File: config.mk
export PLATFORM = sky130hd
export DESIGN_NAME = morse_encoder_gen
export DESIGN_NICKNAME = d
export VERILOG_FILES = /design/src/rtl/morse_encoder_gen.sv
export SDC_FILE = /design/constraint.sdc
export NUM_CORES = 1
export LEC_CHECK = 0
export CAP_MARGIN = 20
export CORE_AREA = 2 2 75 84
export CTS_CLUSTER_SIZE = 14
export DETAILED_ROUTE_END_ITERATION = 10
export DIE_AREA = 0 0 77 86
export PLACE_DENSITY = 0.78
export SLEW_MARGIN = 20
export SYNTH_ARGS = -nofsm -noshare
export SYNTH_HDL_FRONTEND = slang
export SYNTH_SLANG_ARGS = --single-unit
File: constraint.sdc
create_clock -name ClockIn -period 3.6 [get_ports ClockIn]
set_clock_uncertainty 0.15 [all_clocks]
set_input_delay 0.72 -clock ClockIn [delete_from_list [all_inputs] [get_ports ClockIn]]
set_output_delay 0.72 -clock ClockIn [all_outputs]
set_load 0.02 [all_outputs]
File: src/rtl/morse_encoder_gen.sv
// Morse letter encoder: streams the on/off keying pattern of one letter A..Z, one bit per Morse unit.
// Optional MORSE_GAP_EN appends a 3-unit silent inter-letter gap before the Done pulse.
module morse_encoder_gen #(
    parameter int CLOCK_FREQUENCY = 50000000,
    parameter int UNIT_DIV        = 2,
    parameter int CODE_WIDTH      = 16
) (
    input  logic       ClockIn,
    input  logic       Reset,
    input  logic       Start,
    input  logic [4:0] Letter,
    output logic       DotDashOut,
    output logic       NewBitOut,
    output logic       Busy,
    output logic       Done
);
    localparam int UNIT  = CLOCK_FREQUENCY / UNIT_DIV;
    localparam int CNT_W = $clog2(UNIT);
    localparam int LEN_W = $clog2(CODE_WIDTH + 1);
    localparam logic [CNT_W-1:0] UNIT_LAST = CNT_W'(UNIT - 1);
`ifdef MORSE_GAP_EN
    localparam int GAP_W = $clog2(3 * UNIT);
    localparam logic [GAP_W-1:0] GAP_LAST = GAP_W'(3 * UNIT - 1);
`endif

    typedef enum logic [1:0] {
        IDLE,
        SEND
`ifdef MORSE_GAP_EN
        , GAP
`endif
    } state_t;

    state_t               state_p0;
    state_t               state_nxt;
    logic [CNT_W-1:0]     unit_cnt_p0;
    logic [CODE_WIDTH-1:0] pattern_p0;
    logic [LEN_W-1:0]     len_p0;
    logic                 done_p0;
    logic                 load;
    logic                 finish;
    logic                 unit_wrap;
`ifdef MORSE_GAP_EN
    logic [GAP_W-1:0]     gap_cnt_p0;
`endif

    // ROM entry: {length[3:0], pattern right-aligned in 13 bits}
    function automatic logic [16:0] rom_raw(input logic [4:0] l);
        case (l)
            5'd0:  rom_raw = {4'd5,  13'b0000000010111};
            5'd1:  rom_raw = {4'd9,  13'b0000111010101};
            5'd2:  rom_raw = {4'd11, 13'b0011101011101};
            5'd3:  rom_raw = {4'd7,  13'b0000001110101};
            5'd4:  rom_raw = {4'd1,  13'b0000000000001};
            5'd5:  rom_raw = {4'd9,  13'b0000101011101};
            5'd6:  rom_raw = {4'd9,  13'b0000111011101};
            5'd7:  rom_raw = {4'd7,  13'b0000001010101};
            5'd8:  rom_raw = {4'd3,  13'b0000000000101};
            5'd9:  rom_raw = {4'd13, 13'b1011101110111};
            5'd10: rom_raw = {4'd9,  13'b0000111010111};
            5'd11: rom_raw = {4'd9,  13'b0000101110101};
            5'd12: rom_raw = {4'd7,  13'b0000001110111};
            5'd13: rom_raw = {4'd5,  13'b0000000011101};
            5'd14: rom_raw = {4'd11, 13'b0011101110111};
            5'd15: rom_raw = {4'd11, 13'b0010111011101};
            5'd16: rom_raw = {4'd13, 13'b1110111010111};
            5'd17: rom_raw = {4'd7,  13'b0000001011101};
            5'd18: rom_raw = {4'd5,  13'b0000000010101};
            5'd19: rom_raw = {4'd3,  13'b0000000000111};
            5'd20: rom_raw = {4'd7,  13'b0000001010111};
            5'd21: rom_raw = {4'd9,  13'b0000101010111};
            5'd22: rom_raw = {4'd9,  13'b0000101110111};
            5'd23: rom_raw = {4'd11, 13'b0011101010111};
            5'd24: rom_raw = {4'd13, 13'b1110101110111};
            5'd25: rom_raw = {4'd13, 13'b1110111010101};
            default: rom_raw = 17'd0;
        endcase
    endfunction

    // Left-justify so the first transmitted bit sits in the MSB of the pattern register
    function automatic logic [CODE_WIDTH-1:0] rom_pattern(input logic [4:0] l);
        logic [16:0]           raw;
        logic [CODE_WIDTH-1:0] w;
        raw = rom_raw(l);
        w = CODE_WIDTH'(raw[12:0]);
        w = w << (CODE_WIDTH - int'(raw[16:13]));
        return w;
    endfunction

    function automatic logic [LEN_W-1:0] rom_length(input logic [4:0] l);
        logic [16:0] raw;
        raw = rom_raw(l);
        return LEN_W'(raw[16:13]);
    endfunction

    assign unit_wrap = (unit_cnt_p0 == UNIT_LAST);

    always_ff @(posedge ClockIn) begin
        if (Reset) begin
            state_p0 <= IDLE;
        end else begin
            state_p0 <= state_nxt;
        end
    end

    always_comb begin
        state_nxt = state_p0;
        load      = 1'b0;
        finish    = 1'b0;
        case (state_p0)
            IDLE: begin
                if (Start && (Letter <= 5'd25)) begin
                    state_nxt = SEND;
                    load      = 1'b1;
                end
            end
            SEND: begin
                if (unit_wrap && (len_p0 == LEN_W'(1))) begin
`ifdef MORSE_GAP_EN
                    state_nxt = GAP;
`else
                    state_nxt = IDLE;
                    finish    = 1'b1;
`endif
                end
            end
`ifdef MORSE_GAP_EN
            GAP: begin
                if (gap_cnt_p0 == GAP_LAST) begin
                    state_nxt = IDLE;
                    finish    = 1'b1;
                end
            end
`endif
            default: state_nxt = IDLE;
        endcase
    end

    // Stage p0: bit timing, pattern shift and completion flag
    always_ff @(posedge ClockIn) begin
        if (Reset) begin
            unit_cnt_p0 <= '0;
            pattern_p0  <= '0;
            len_p0      <= '0;
            done_p0     <= 1'b0;
        end else begin
            done_p0 <= finish;
            if (load) begin
                unit_cnt_p0 <= '0;
                pattern_p0  <= rom_pattern(Letter);
                len_p0      <= rom_length(Letter);
            end else if (state_p0 == SEND) begin
                unit_cnt_p0 <= unit_wrap ? '0 : unit_cnt_p0 + CNT_W'(1);
                if (unit_wrap) begin
                    pattern_p0 <= pattern_p0 << 1;
                    len_p0     <= len_p0 - LEN_W'(1);
                end
            end
        end
    end

`ifdef MORSE_GAP_EN
    always_ff @(posedge ClockIn) begin
        if (Reset) begin
            gap_cnt_p0 <= '0;
        end else if (state_p0 == GAP) begin
            gap_cnt_p0 <= gap_cnt_p0 + GAP_W'(1);
        end else begin
            gap_cnt_p0 <= '0;
        end
    end
`endif

    assign Busy       = (state_p0 != IDLE);
    assign DotDashOut = (state_p0 == SEND) && pattern_p0[CODE_WIDTH-1];
    assign NewBitOut  = (state_p0 == SEND) && (unit_cnt_p0 == '0);
    assign Done       = done_p0;

endmodule
## After elaboration in Yosys (flattened, before gate mapping)

Memory sizes are Yosys's and may differ from the RTL's.
Cells that the tools add are included.

| word-level totals | value |
|---|---|
| register bits | 49 |
| output and inout port bits | 4 |
| memories | 2 |
| memory bits (read-only) | 1,088 |
| logic and storage cells | 48 |
| input bits | 8 |

| cells by class | value |
|---|---|
| eq/ne operators | 5 |
| reduce and logical (&&, ||, !) cells | 14 |
| $lt $le $gt $ge | 1 |
| bitwise gates (word level) | 1 |
| shift-type cells | 1 |
| add/subtract/negate cells | 3 |
| multiplexer cells | 15 |

Memories:

| memory | depth | bits a word | rd ports | clocked after memory_dff | wr ports | line | RTL |
|---|---|---|---|---|---|---|---|
| (no name shown) | 32 | 17 | 1 | 0 | 0 | 49 | `case (l)` |
| (no name shown) | 32 | 17 | 1 | 0 | 0 | 49 |  |

Operator list:

| kind | count |
|---|---|
| 2-to-1 mux 16 bit | 3 |
| 2-to-1 mux 17 bit | 2 |
| left shift 13 x 32 -> 16 bit | 1 |
| adder 25 x 1 -> 25 bit, second input constant | 1 |
| equality test 25 bit, second input constant | 1 |
| zero test 25 bit | 1 |
| 2-to-1 mux 25 bit | 1 |
| 2-to-1 mux 4 bit | 3 |
| AND reduction 2 bit | 3 |
| nonzero test 2 bit | 3 |
| subtractor 5 x 4 -> 6 bit, first input constant | 1 |
| equality test 5 x 1 -> 1 bit, second input constant | 1 |
| less-or-equal comparator 5 bit, second input constant | 1 |
| subtractor 5 x 1 -> 5 bit, second input constant | 1 |
| logical AND 1 bit | 4 |
| 2-to-1 mux 2 bit | 2 |
| inequality test 2 bit, second input constant | 2 |
| case mux 2 bit (2 select lines) | 1 |
| OR reduction 2 bit | 2 |
| 2-to-1 mux 1 bit | 3 |
| equality test 2 x 1 -> 1 bit, second input constant | 1 |
| zero test 2 bit | 1 |
| NOT 1 bit | 1 |

## Longest topological paths before layout

| logic depth | value |
|---|---|
| depth in word-level cells | 9 |
| gate-level depth with buffers | 14 |
| gate-level depth less buffers | 12 |

## Least setup slack after synthesis

No wires, ideal clock.

| timing path | value |
|---|---|
| path type | input -> register |
| start point | input Letter[1] |
| end point | register pattern_p0[13] |
| data required time | 3,310 ps |
| arrival | 3,073 ps |
| stages | 13 |
| path slack | 237 ps |
| cells stage by stage | clkbuf_1 > inv_1 > ha_1 > mux2i_1 > a2bb2oi_1 > ha_1 > clkbuf_1 > clkinv_1 > and2_1 > a31oi_1 > mux2i_1 > a21boi_0 > a221oi_1 |

| between the ends | value |
|---|---|
| word-level cells in the longest chain between the ends | 6 |

Ends and longest elaborated chain:

| item | line | RTL |
|---|---|---|
| start, declared | 11 | `input logic [4:0] Letter,` |
| memory (32 x 17 bit) / less-or-equal comparator 5 bit (equally long branches) | -- |  |
| 2-to-1 mux 17 bit / logical AND 1 bit (equally long branches) | 148, 112 |  |
| 2-to-1 mux 17 bit / 2-to-1 mux 1 bit (equally long branches) | 141, 112 |  |
| subtractor 5 x 4 -> 6 bit / 2-to-1 mux 1 bit (equally long branches) | 86, 110 |  |
| left shift 13 x 32 -> 16 bit / nonzero test 2 bit (equally long branches) | -- |  |
| 2-to-1 mux 16 bit / AND reduction 2 bit (equally long branches) | -- |  |
| end signal, assigned | 150 | `pattern_p0 <= rom_pattern(Letter);` |
| end signal, assigned | 155 | `pattern_p0 <= pattern_p0 << 1;` |
| end, declared | 37 | `logic [CODE_WIDTH-1:0] pattern_p0;` |

Parallel ways exist; a longest one is shown, timed or not. The select of a mux whose other input is x is not followed.
A chain may end at the register's enable or synchronous reset.

## Final worst setup path

| timing path | value |
|---|---|
| start point | input Letter[0] |
| end point | register pattern_p0[6] |

The elaborated chain is that of the path after synthesis.

==> results by group <==
Floorplanning
  • Rows: 29
  • Initial core utilization: 0.601
  • DIE HEIGHT: 86 um
  • Number of I/O pins: 12
  • Placeable Area: 0.00573 mm^2
  • Chip width: 77 um
  • Die ar.: 0.00662 mm^2

Min path
  • Worst hold endpoint: pattern_p0[6]
  • Hold_sp: pattern_p0[6]
  • Hold path cells: 2
  • Hold Crit Class: reg2reg

Global routing
  • Total grt overflow: 0
  • Number of global-route vias before repair: 3,129
  • Busiest layer in global routing: met2
  • GRT Total Usage: 0.270
  • Largest net degree at the start of global routing: 26
  • GR Layer Usage met3: 0.0263
  • Met2 Resource Use GR: 0.463
  • Initial antenna violation count: 0
  • Met1 Usage GRT: 0.365
  • First-pass GRT wire length: 14.7 mm

Worst setup path
  • Crit path max fanout: 5
  • Critical Path Max Stage Delay: 510 ps
  • Reg2Reg Setup Slack: 790 ps
  • Worst-path cell chain: clkdlybuf4s50_1, inv_1, ha_1, mux2i_1, a2bb2oi_1, ha_1, buf_4, nor2_1, a22oi_1, mux2i_1, a221oi_1, nor3_1
  • Worst EP required: 3640 ps
  • Worst-case reg-to-reg path depth: 7
  • RR Endpoint: pattern_p0[6]
  • Crit path DAT: 3360 ps
  • Reg-to-reg startpoint: unit_cnt_p0[0]
  • CP max-delay cell: clkdlybuf4s50_1
  • Crit end category: register
  • CP Launch Type: input port
  • Crit Path Category: in2reg

Synth
  • Syn_nets: 470
  • Ys Warns: 0
  • Post-synthesis async set-or-reset flop share: 0
  • Synth cell types: 64
  • Synthesized area: 0.00345 mm^2
  • Synth Area per Inst: 7.67 um^2
  • Yosys reg bits: 47
  • Number of synthesized flops with an enable pin: 0
  • Dominant synthesized flop cell: dfxtp_1
  • Cell count after synthesis: 449
  • Sequential share of the synthesized area: 0.273

Pwr
  • Worst VDD drop: 0.215 mV
  • Sw power: 0.415 mW
  • Sequential share of power: 0.410
  • Power Density: 342 mW/mm^2
  • Clock share of power: 0.307
  • LEAKAGE: 1.54 nW
  • P_int: 0.935 mW
  • Combinational Power Share: 0.283
  • Sw Share: 0.308

Place
  • Placed Instances: 553
  • Placement Setup Slack: 0.661 ps
  • Placer congestion estimate: 0.978
  • # port buffers: 11
  • Area after DPL: 0.00383 mm^2
  • Post-DP HPWL: 6.50 mm

Routing
  • Final WL: 8.65 mm
  • Post-route ant nets: 0
  • Drt initial violations: 252
  • Residual DRC count: 0
  • Vias after detailed routing: 3,411
  • DR pass1 iterations: 6
  • Post-DR vias/cell: 6.08
  • Wire per inst: 15.4 um

Timing
  • Min Tclk post-route: 3330 ps
  • Setup WS post-layout: 272 ps
  • Max Clk Rate: 0.300 GHz
  • Hold Vio Cnt, Final: 0
  • Actual slew at the worst max-slew pin: 711 ps
  • Worst hold slack: 349 ps
  • Slew Limit Headroom: 0.526
  • Final Max Slew Viols: 0
  • RSZ-0062 raised after global routing: false
  • Final setup viols: 0
  • Crit share post-route: 0.924

Layout
  • Share of layout cells above drive strength 1: 0.145
  • Fin util: 0.689
  • Antenna diode count: 0
  • Commonest cells after routing, fill and taps aside: nor2_1 (65), dfxtp_1 (47), buf_4 (41)
  • Fin area: 0.00395 mm^2
  • Area Growth Syn to Fin: 14.6%
  • Most common cell after layout, fill and taps aside: nor2_1
  • Nets: 504
  • Non-filler cells, final: 561

CTS
  • CTS buffer count: 5
  • Hold buffer count at CTS: 0
  • Cts repair resizes: 0
  • Clk root buf: clkbuf_8
  • H-tree depth: 2
  • Reg clk slew, reported paths: 90 ps
  • Sink Count: 47
  • CTS Buffer Depth: 2
  • Worst-skew pair later-pin latency: 300 ps
  • TritonCTS clock tree: done
  • Post-CTS setup buffers: 0

Run status
  • Status: completed

Job
  • Max_cap viols: 0
[how the worst max path moves through the flow]
stage,from,end,cells after the start
floorplan,Letter[1],pattern_p0[13],13
global placement,Letter[0],pattern_p0[15],11
detailed placement,Letter[0],pattern_p0[9],11
CTS,Letter[0],pattern_p0[9],11
global route,Letter[0],pattern_p0[2],11
finish,Letter[0],pattern_p0[6],12
[area by class of cell]
type,count,area (um^2)
flip-flops and latches,47,941
well taps,77,96.3
inverters,17,63.8
multi-input cells,359,2290
clock buffers,6,82.6
repair buffers,53,438
fillers,512,1780
clock inverters,2,38.8
[cells in the mapped netlist (7+ instances only)]
library cell  number  area [um^2]
ha_1              13          163
a31oi_1            7         43.8
nand2_1           38          143
a21oi_1           23          115
nor2_1            65          244
nand3_1           17         85.1
a221oi_1           7         61.3
nor3_1            18         90.1
nand4_1           12         75.1
dfxtp_1           47          941
and2_1             7         43.8
inv_1             16         60.1
mux2i_1            9         90.1
buf_2              7         35.0
nor2b_1            8         50.1
clkbuf_1           8         30.0
xor2_1            18          158
o21ai_0           17         85.1
[sequential cells by signal, indices dropped and copies added, names as in the netlist]
signal,count
unit_cnt_p0,25
pattern_p0,15
len_p0,5
Done,1
state_p0,1
[cells by family after synthesis]
kind of cell | after synthesis | synth area share
xor gates and xnor gates | 26 | 0.0737
adders and majority gates | 13 | 0.0472
buffers and inverters | 43 | 0.0625
DFF | 47 | 0.273
AOI/OAI and AO/OA | 101 | 0.204
muxes | 14 | 0.0436
and+or+nand+nor | 205 | 0.296
[critical path: cells and delay by family]
family | cells | cell delay (ps)
adder cells (fa/ha/maj) | 2 | 720
AND/OR/NAND/NOR | 2 | 140
AO/OA/AOI/OAI | 3 | 720
buffers and inverters | 3 | 770
multiplexers | 2 | 280
[stage by stage]
stage	TNS (ps)	total power, mW
floorplan	0	0.817
global placement	-29.8	0.931
detailed placement	0	0.938
CTS	0	1.35
global route	0	1.41
finish	0	1.35
[power by group through the flow]
stage / logic (mW) / clock network, mW / registers, mW
floorplan: 0.254 / 0 / 0.563
global placement: 0.367 / 0 / 0.564
detailed placement: 0.373 / 0 / 0.565
CTS: 0.375 / 0.419 / 0.553
global route: 0.417 / 0.439 / 0.556
finish: 0.383 / 0.415 / 0.553
[layer usage]
metal  up-vias  wire length (um)
met3        21               457
met4         0               158
met1      1576              3950
met5         -                 0
li1       1672                 -
met2       142              4080
No activity file was read; power rests on OpenSTA's default activity.
